--- src/rtl/gshare_pattern_table.sv ---
// ----------------------------------------------------------------------------
// gshare_pattern_table
//
// Pattern history table of 2-bit saturating counters for a gshare branch
// predictor. A request hashes the branch history with the word-aligned PC
// (idx = pred_bhr ^ pred_pc[M+1:2]) and returns the counter MSB one cycle
// later. Resolved outcomes train the counters through a separate update port.
// After reset a sweep writes INIT_CTR into every entry; no request is taken
// until the sweep is done.
//
// Optional build macro:
//   PHT_BYPASS_EN - a request and an update to the same index in the same
//                   cycle forward the post-update counter MSB to the result.
//                   When undefined, the request sees the pre-update value.
//
// Ports:
//   clk            in   rising-edge clock
//   reset_n        in   asynchronous active-low reset
//   pred_valid     in   prediction request
//   pred_pc        in   branch PC (bits [1:0] ignored)
//   pred_bhr       in   current branch history
//   pred_ready     out  table accepts a request this cycle
//   pred_out_valid out  one-cycle pulse, result valid
//   pred_taken     out  predicted direction (1 = taken), held between results
//   pred_index     out  table index used, held between results
//   upd_valid      in   resolved-branch update (dropped during init)
//   upd_index      in   index previously returned on pred_index
//   upd_taken      in   actual outcome (1 = taken)
//   init_done      out  table initialisation complete
// ----------------------------------------------------------------------------
module gshare_pattern_table #(
    parameter int         M        = 4,
    parameter int         PC_W     = 32,
    parameter logic [1:0] INIT_CTR = 2'b01
) (
    input  logic            clk,
    input  logic            reset_n,
    input  logic            pred_valid,
    input  logic [PC_W-1:0] pred_pc,
    input  logic [M-1:0]    pred_bhr,
    output logic            pred_ready,
    output logic            pred_out_valid,
    output logic            pred_taken,
    output logic [M-1:0]    pred_index,
    input  logic            upd_valid,
    input  logic [M-1:0]    upd_index,
    input  logic            upd_taken,
    output logic            init_done
);

    localparam int DEPTH = 1 << M;

    localparam logic [0:0] ST_INIT  = 1'b0;
    localparam logic [0:0] ST_READY = 1'b1;

    logic [0:0]   state_q, state_d;
    logic [M-1:0] ptr_q, ptr_d;

    logic [1:0]   table_q [DEPTH];

    logic         out_valid_q;
    logic         out_taken_q;
    logic [M-1:0] out_index_q;

    logic [M-1:0] idx;
    logic         accept;
    logic         upd_fire;
    logic [1:0]   upd_cur;
    logic [1:0]   upd_next;
    logic         rd_taken;

    // Only PC bits [M+1:2] feed the hash; the rest are intentionally unused.
    generate
        if (PC_W > M + 2) begin : g_pc_hi
            logic unused_pc;
            assign unused_pc = ^{pred_pc[PC_W-1:M+2], pred_pc[1:0]};
        end else begin : g_pc_lo
            logic unused_pc;
            assign unused_pc = ^pred_pc[1:0];
        end
    endgenerate

    assign idx        = pred_bhr ^ pred_pc[M+1:2];
    assign pred_ready = (state_q == ST_READY);
    assign init_done  = (state_q == ST_READY);
    assign accept     = pred_valid && pred_ready;
    assign upd_fire   = upd_valid && (state_q == ST_READY);
    assign upd_cur    = table_q[upd_index];

    // Saturating +/-1 for the counter being trained.
    always_comb begin
        // NOTE: every always_comb output gets a default first so no path leaves it unassigned (which would infer a latch).
        upd_next = upd_cur;
        if (upd_taken) begin
            if (upd_cur != 2'b11) upd_next = upd_cur + 2'd1;
        end else begin
            if (upd_cur != 2'b00) upd_next = upd_cur - 2'd1;
        end
    end

    // Prediction read, optionally forwarding a same-cycle update.
    always_comb begin
        rd_taken = table_q[idx][1];
`ifdef PHT_BYPASS_EN
        if (upd_fire && (upd_index == idx)) rd_taken = upd_next[1];
`endif
    end

    // Init sweep: one entry per cycle, READY after the last entry is written.
    always_comb begin
        state_d = state_q;
        ptr_d   = ptr_q;
        if (state_q == ST_INIT) begin
            ptr_d = ptr_q + 1'b1;
            if (ptr_q == M'(DEPTH - 1)) state_d = ST_READY;
        end
    end

    always_ff @(posedge clk or negedge reset_n) begin
        // NOTE: sequential state uses non-blocking assignments so every register samples pre-edge values.
        if (!reset_n) begin
            state_q <= ST_INIT;
            ptr_q   <= '0;
        end else begin
            state_q <= state_d;
            ptr_q   <= ptr_d;
        end
    end

    // NOTE: the counter array has no reset; the init sweep overwrites every entry, which keeps it mappable to RAM.
    always_ff @(posedge clk) begin
        if (state_q == ST_INIT) begin
            table_q[ptr_q] <= INIT_CTR;
        end else if (upd_valid) begin
            table_q[upd_index] <= upd_next;
        end
    end

    always_ff @(posedge clk or negedge reset_n) begin
        if (!reset_n) begin
            out_valid_q <= 1'b0;
            out_taken_q <= 1'b0;
            out_index_q <= '0;
        end else begin
            out_valid_q <= accept;
            if (accept) begin
                out_taken_q <= rd_taken;
                out_index_q <= idx;
            end
        end
    end

    assign pred_out_valid = out_valid_q;
    assign pred_taken     = out_taken_q;
    assign pred_index     = out_index_q;

endmodule

--- config.mk ---
export PLATFORM = sky130hd
export DESIGN_NAME = gshare_pattern_table
export DESIGN_NICKNAME = d
export VERILOG_FILES = /design/src/rtl/gshare_pattern_table.sv
export SDC_FILE = /design/constraint.sdc
export NUM_CORES = 1
export LEC_CHECK = 0
export ABC_AREA = 1
export ABC_CLOCK_PERIOD_IN_PS = 2850
export BUFFER_PORTS_ARGS = -buffer_cell sky130_fd_sc_hd__clkbuf_2
export CAP_MARGIN = 10
export CORE_MARGIN = 2
export CORE_UTILIZATION = 45
export CTS_CLUSTER_SIZE = 10
export DETAILED_ROUTE_END_ITERATION = 8
export PLACE_DENSITY = 0.73
export REMOVE_ABC_BUFFERS = 1
export SYNTH_ARGS = -nofsm -noshare
export SYNTH_HDL_FRONTEND = slang
export SYNTH_SLANG_ARGS = --single-unit
export TNS_END_PERCENT = 1
--- constraint.sdc ---
create_clock -name clk -period 2.85 [get_ports clk]
set_input_delay 0 -clock clk [delete_from_list [all_inputs] [get_ports clk]]
set_output_delay 0 -clock clk [all_outputs]
set_load 0.05 [all_outputs]
==> out/qor.csv, run 1 <==
metric;value;unit
Syn Std Cell Area;2277;um^2
largest net degree at the start of global routing;20;
Worst setup SP type;flop;
fraction of post-synthesis cell area in the top cell type by area;42.20;%
count of routing violations after the opening detailed-route iteration;64;
H-tree lvl count;2;
die extent in y;75.14;um
status;finished clean;
number of core rows;25;
Die Footprint;5645;um^2
clock-pin slew of the registers on the worst-case setup and hold paths;0.08;ns
via count of the first global-routing pass;1655;
CTS Root Cell;sky130_fd_sc_hd__clkbuf_8;
count of mapped cells out of synthesis;257;
post-DR wirelength/cell;13.44;um
sum of net half-perimeters after detailed placement;3520;um
largest area contributor in the synthesized netlist;sky130_fd_sc_hd__edfxtp_1;
Worst Min Path Start;pred_bhr[3];
final instance count without filler cells;353;
remaining antenna violation count after routing;0;
area of the placeable core;4786;um^2
final hold viol count;0;
dominant cell by count in the synthesized netlist;sky130_fd_sc_hd__nand2_1;
achievable frequency;553.9;MHz
Setup violations, final;0;
initial antenna violation count;0;
fin util;54.17;%
leakage power total;1.193;nW
mean area per synthesized cell;8.861;um^2
area growth from synthesis to layout;13.85;%
number of CTS-inserted buffers;5;
worst setup margin;1.045;ns
global-route usage over all layers;18.86;%
total of flip-flops plus latches after synthesis;43;
tightest hold margin;0.08892;ns
total wirelength of the detailed-routed design;4745;um
proportion of layout cells with a drive suffix above 1;17.83;%
global placement routability congestion;0.7939;
largest driver fanout on the critical path;8;
Max-cap violations;0;
antenna diode count;0;
worst clock skew;0.007516;ns
TritonCTS clock tree;done;
CTS Sinks;43;
sequential-to-total area share from yosys stat;54.29;%
worst r2r src;init_done;
share of flip-flops with an asynchronous set or reset after synthesis;25.58;%
final global-route overflow total;0;
ranking of synthesized cells by instance count;sky130_fd_sc_hd__nand2_1 (78), sky130_fd_sc_hd__nand3_1 (42), sky130_fd_sc_hd__inv_1 (33);
number of flops mapped to enable cells by yosys;32;
Power Dens Cells;569.6;nW/um^2
Fin Setup TNS;0;ns
total of buffers placed on input and output ports;24;
# placed instances;344;
Worst-Skew Late Latency;0.30;ns
Post-Place Setup Slack;1.032;ns
via count of the routed design;1726;
clock period minus worst slack;1.805;ns
Detailed Routing Iterations Pass 1;4;
Setup Crit Path Kind;flop to flop;
starting density of the core;47.58;%
Max rail drop VDD;0.1992;mV
RSZ-0062 raised after global routing;false;
top area cells in the synthesized netlist;sky130_fd_sc_hd__edfxtp_1 (42%), sky130_fd_sc_hd__nand2_1 (13%), sky130_fd_sc_hd__dfrtp_1 (12%), sky130_fd_sc_hd__nand3_1 (9.2%), sky130_fd_sc_hd__inv_1 (5.4%);
overall power after layout;1.477;mW
worst setup path start;init_done;
total cell area at the placement stage;2446;um^2
count of unique library cells instantiated by Yosys;28;
Worst setup EP type;flop;
fill cell total of the finished layout;465;
first-pass GRT wire length;7700;um
nets;331;
I/O Pins;53;
post-route standard cell area excluding fillers;2592;um^2
Slew HR;67.88;%
hold crit path type;primary input to flop;
die width;75.14;um
max-slew violation total from the final report;0;
Yosys warning total;0;
ratio of final minimum period to clock period;63.34;%
via density per instance;4.890;
main flop type after synthesis;sky130_fd_sc_hd__edfxtp_1;
Clock Path Buffers;2;
Slew @ Worst Pin;0.4783;ns
DRC violations left;0;
Data required, critical path;2.85;ns
CP Data Arrival Time;1.80;ns
==> where the power goes <==
part | total, mW | internal [mW] | switching [mW]
combinational | 0.209 | 0.0598 | 0.150
sequential | 0.703 | 0.697 | 0.00645
clock | 0.564 | 0.349 | 0.215
==> layout by cell type (no fill, tap or decap), types with 5 or more instances in the layout <==
cell and count:
sky130_fd_sc_hd__nand2_1 78, sky130_fd_sc_hd__nand3_1 42, sky130_fd_sc_hd__clkbuf_2 24, sky130_fd_sc_hd__o21ai_0 5
sky130_fd_sc_hd__edfxtp_1 32, sky130_fd_sc_hd__inv_1 33, sky130_fd_sc_hd__nor2_1 17, sky130_fd_sc_hd__dfrtp_1 11
sky130_fd_sc_hd__clkbuf_8 5
==> worst max-delay path, cell delays in order (launching register included) <==
cell                      delay [ns]
sky130_fd_sc_hd__dfrtp_1        0.48
sky130_fd_sc_hd__nand2_4        0.17
sky130_fd_sc_hd__inv_2          0.05
sky130_fd_sc_hd__or2_1          0.21
sky130_fd_sc_hd__o21ai_2        0.16
sky130_fd_sc_hd__nand3_2        0.19
sky130_fd_sc_hd__nor2_1         0.24
==> what timing repair did <==
| action | 4_1_cts | 5_1_grt |
|---|---|---|
| hold buffers | 1 | 0 |
| setup buffers | 0 | 0 |
| resized for setup | 0 | 0 |
| hold endpoints to repair | 11 | 0 |
==> flip-flops by register name, summed over array words and instances, names as in the netlist <==
register and cells:
table_q 32, init_done 1, pred_out_valid 1, pred_index 4
pred_taken 1, ptr_q 4
==> kinds of logic (layout without fill, tap and decap cells) <==
| logic type | count (synthesis) | count (layout) | share of synthesized area [%] |
|---|---|---|---|
| AND/OR/NAND/NOR | 151 | 151 | 30.77 |
| XOR/XNOR | 7 | 7 | 2.692 |
| flip-flops | 43 | 43 | 54.29 |
| buffers and inverters | 42 | 71 | 8.077 |
| adder cells (fa/ha/maj) | 1 | 1 | 0.5494 |
| AO/OA/AOI/OAI | 13 | 13 | 3.626 |
==> layout make-up <==
type                            instances  area, um^2  share of cell area [%]
Multi-Input combinational cell        172       857.1                   33.06
Timing Repair Buffer                   26       137.6                   5.309
Tap cell                               67       83.83                   3.234
Clock buffer                            5       68.82                   2.654
Inverter                               37       141.4                   5.454
Clock inverter                          3       67.56                   2.606
Sequential cell                        43        1236                   47.68
==> worst paths after layout <==
| path | end | slack [ns] | cells after the start |
|---|---|---|---|
| min in group asynchronous | pred_taken | 0.10 | 2 |
| max in group asynchronous | pred_index[1] | 2.54 | 2 |
| min reg2reg | pred_taken | 0.48 | 2 |
| max | table_q[11][1] | 1.04 | 6 |
| max reg2reg | table_q[11][1] | 1.04 | 6 |
| min | pred_index[3] | 0.09 | 3 |
==> routing by layer <==
| layer | routed length (um) | global-route usage [%] | vias to the layer above |
|---|---|---|---|
| li1 | - | - | 893 |
| met1 | 2145 | 23.78 | 775 |
| met2 | 2296 | 31.97 | 50 |
| met3 | 247 | 4.819 | 8 |
| met4 | 55 | 5.848 | 0 |
| met5 | 0 | 0 | - |
Note: power is estimated with default switching activity, not from simulation.
==> run 2, diff against run 1 <==
--- a/config.mk
+++ b/config.mk
@@ -6,14 +6,14 @@
 export NUM_CORES = 1
 export LEC_CHECK = 0
 export ABC_AREA = 1
-export ABC_CLOCK_PERIOD_IN_PS = 2850
+export ABC_CLOCK_PERIOD_IN_PS = 1530
 export BUFFER_PORTS_ARGS = -buffer_cell sky130_fd_sc_hd__clkbuf_2
 export CAP_MARGIN = 10
 export CORE_MARGIN = 2
 export CORE_UTILIZATION = 45
 export CTS_CLUSTER_SIZE = 10
 export DETAILED_ROUTE_END_ITERATION = 8
-export PLACE_DENSITY = 0.73
+export PLACE_DENSITY = 0.75
 export REMOVE_ABC_BUFFERS = 1
 export SYNTH_ARGS = -nofsm -noshare
 export SYNTH_HDL_FRONTEND = slang
==> constraint.sdc (replaced) <==
create_clock -name clk -period 1.53 [get_ports clk]
set_input_delay 0 -clock clk [delete_from_list [all_inputs] [get_ports clk]]
set_output_delay 0 -clock clk [all_outputs]
set_load 0.05 [all_outputs]
==> run 2 against run 1 <==
Against the previous run:
- the run now ends with negative setup slack left
- highest routed layer unchanged
- critical endpoint is now table_q[3][0]
- sequential share of layout area down 8.0 points
- critical path depth grew 4
- sequential power is 86% higher
- design area grew 20%
- non-clock buffer count up 37
==> out/qor.csv, run 2 (synthesis gave the netlist of run 1 again) <==
metric;value;unit;change
cell depth of the worst min-delay path;3;;unchanged
status;finished, violations left;;
global placement routability congestion;0.8257;;+4.0%
hold crit path type;primary input to flop;;
critical path's slowest cell;sky130_fd_sc_hd__edfxtp_1;;
Worst Min Path Start;pred_bhr[3];;
H-tree lvl count;2;;unchanged
Worst setup SP type;flop;;
family with the most delay on the worst path;simple AND/OR/NAND/NOR gates;;
number of core rows;25;;unchanged
largest net degree at the start of global routing;17;;-15%
Die Footprint;5645;um^2;unchanged
overall power after layout;2.939;mW;+99%
worst r2r path cells;10;;+4
global-route usage over all layers;20.76;%;+1.9 points
via count of the routed design;1994;;+16%
worst setup margin;-0.1734;ns;-1.218 ns
count of routing violations after the opening detailed-route iteration;136;;+110%
die extent in y;75.14;um;unchanged
CTS Root Cell;sky130_fd_sc_hd__clkbuf_8;;
Data required, critical path;1.60;ns;-1.25 ns
total buffers and inverters traversed by the critical path;3;;+2
fin util;65.02;%;+11 points
ratio of final minimum period to clock period;111.3;%;+48 points
Setup Crit Path Kind;flop to flop;;
Worst R2R End;table_q[3][0];;
CP Data Arrival Time;1.77;ns;-0.03 ns
Hold Crit Endpoint;pred_index[3];;
via density per instance;5.113;;+4.6%
area growth from synthesis to layout;36.65;%;
worst clock skew;0.003533;ns;-0.003984 ns
area of the placeable core;4786;um^2;unchanged
Max-cap violations;0;;unchanged
worst r2r src;table_q[1][1];;
Largest register FFs;32;;unchanged
via count of the first global-routing pass;1782;;+7.7%
Power Dens Cells;944.4;nW/um^2;+66%
DRC violations left;0;;unchanged
flop-to-flop setup slack;-0.17;ns;-1.22 ns
first-pass GRT wire length;8528;um;+11%
initial antenna violation count;0;;unchanged
Clock Path Buffers;2;;unchanged
Largest Register;table_q;;
Worst-Skew Late Latency;0.31;ns;about the same
max-slew violation total from the final report;0;;unchanged
starting density of the core;47.58;%;unchanged
# placed instances;376;;+9.3%
Largest stage delay, worst path;0.39;ns;-0.09 ns
leakage power total;1.425;nW;+19%
commonest non-fill, non-tap cells in the layout;sky130_fd_sc_hd__nand2_1 (68), sky130_fd_sc_hd__buf_4 (33), sky130_fd_sc_hd__edfxtp_1 (32);;
number of CTS-inserted buffers;5;;unchanged
most common cell after layout, fill and taps aside;sky130_fd_sc_hd__nand2_1;;
area used by sequential logic in the layout;1236;um^2;unchanged
total wirelength of the detailed-routed design;5975;um;+26%
proportion of layout cells with a drive suffix above 1;42.41;%;+25 points
final global-route overflow total;0;;unchanged
Max rail drop VDD;0.5656;mV;+180%
RSZ-0062 raised after global routing;true;;
clock-pin slew of the registers on the worst-case setup and hold paths;0.09;ns;about the same
Slew @ Worst Pin;0.4798;ns;+0.001454 ns
Setup violations, final;62;;+62
largest driver fanout on the critical path;8;;unchanged
failing checks;negative setup slack;;
total of buffers placed on input and output ports;24;;unchanged
sum of net half-perimeters after detailed placement;3783;um;+7.5%
achievable frequency;587.1;MHz;+6.0%
final instance count without filler cells;390;;+10%
CTS Sinks;43;;unchanged
TritonCTS clock tree;done;;
final hold viol count;0;;unchanged
Slew HR;67.78;%;-0.098 points
die width;75.14;um;unchanged
fill cell total of the finished layout;367;;-21%
tightest hold margin;0.06043;ns;-0.02849 ns
Worst setup EP type;flop;;
Detailed Routing Iterations Pass 1;4;;unchanged
remaining antenna violation count after routing;0;;unchanged
antenna diode count;0;;unchanged
I/O Pins;53;;unchanged
clock period minus worst slack;1.703;ns;-0.1019 ns
post-DR wirelength/cell;15.32;um;+14%
chain of cells forming the critical path;inv_2 -> nand2_1 -> nand3_1 -> nand3_2 -> nand3_2 -> nand2_2 -> buf_6 -> a21oi_2 -> nand2_2 -> clkbuf_16;;
nets;368;;+11%
area used by multi-input combinational logic;1045;um^2;+22%
==> run 2: cell count changes in the layout (fill, tap and decap cells not counted), moves of 4 or more <==
cell                      previous run  this run
sky130_fd_sc_hd__buf_4               1        33
sky130_fd_sc_hd__inv_1              33        20
sky130_fd_sc_hd__inv_2               3        16
sky130_fd_sc_hd__nand2_1            78        68
sky130_fd_sc_hd__nand2_2             0        10
sky130_fd_sc_hd__nand3_1            42        31
sky130_fd_sc_hd__nand3_2             1        11
sky130_fd_sc_hd__nor2_1             17         4
sky130_fd_sc_hd__nor2_2              1        10
sky130_fd_sc_hd__nor2_4              0         4
==> run 2: repair_timing <==
item                                   CTS  global route
resized for setup                       17            45
endpoints found under the hold margin   11             0
hold buffers                             1             0
cloned                                   0             1
setup endpoints to repair               64            64
pin swaps                                3            16
buffers inserted                         0             4
==> run 2: worst min-delay path, stage by stage <==
cell and delay [ns]:
sky130_fd_sc_hd__clkbuf_2 0.08, sky130_fd_sc_hd__xnor2_1 0.10, sky130_fd_sc_hd__o21ai_0 0.15
==> run 2: stage by stage <==
step	area, um^2	TNS [ns]	setup slack (ns)
after CTS	2912	-2.337	-0.09779
after detailed placement	2711	-9.726	-0.3987
final	3112	-4.045	-0.1734
after floorplan	2235	-31.53	-0.5989
after global placement	2711	-7.445	-0.3043
after global routing	3112	-8.706	-0.2398
==> run 2: worst max-delay path by stage <==
stage               depth (start not counted)      startpoint        endpoint  slack (ns)
detailed placement                          8   table_q[2][1]  table_q[11][1]       -0.40
global placement                            8   table_q[7][1]   table_q[6][1]       -0.30
global route                               10  table_q[10][1]   table_q[0][0]       -0.24
finish                                     10   table_q[1][1]   table_q[3][0]       -0.17
CTS                                         8       init_done   table_q[5][1]        -0.1
floorplan                                   6       init_done   table_q[7][0]       -0.60
==> run 2: per-layer routing <==
metal / global-route usage (%) / vias up / wire [um]
li1: - / 967 / -
met1: 25.84 / 934 / 2510
met2: 34.80 / 76 / 2953
met3: 5.622 / 17 / 340
met4: 7.602 / 0 / 170
met5: 0 / - / 0
==> run 2: report_power, final <==
group / total (mW) / internal (mW) / switching [mW]
Clock: 1.10 / 0.663 / 0.434
Combinational: 0.532 / 0.183 / 0.349
Sequential: 1.31 / 1.30 / 0.0124
==> run 2: layout make-up <==
type                       instances  share of cell area, %
clock inverter                     3                  2.292
multi-input combinational        172                  33.57
clock buffer                       5                  2.212
timing repair buffer              63                  14.96
tap                               67                  2.694
inverter                          37                  4.544
sequential                        43                  39.73
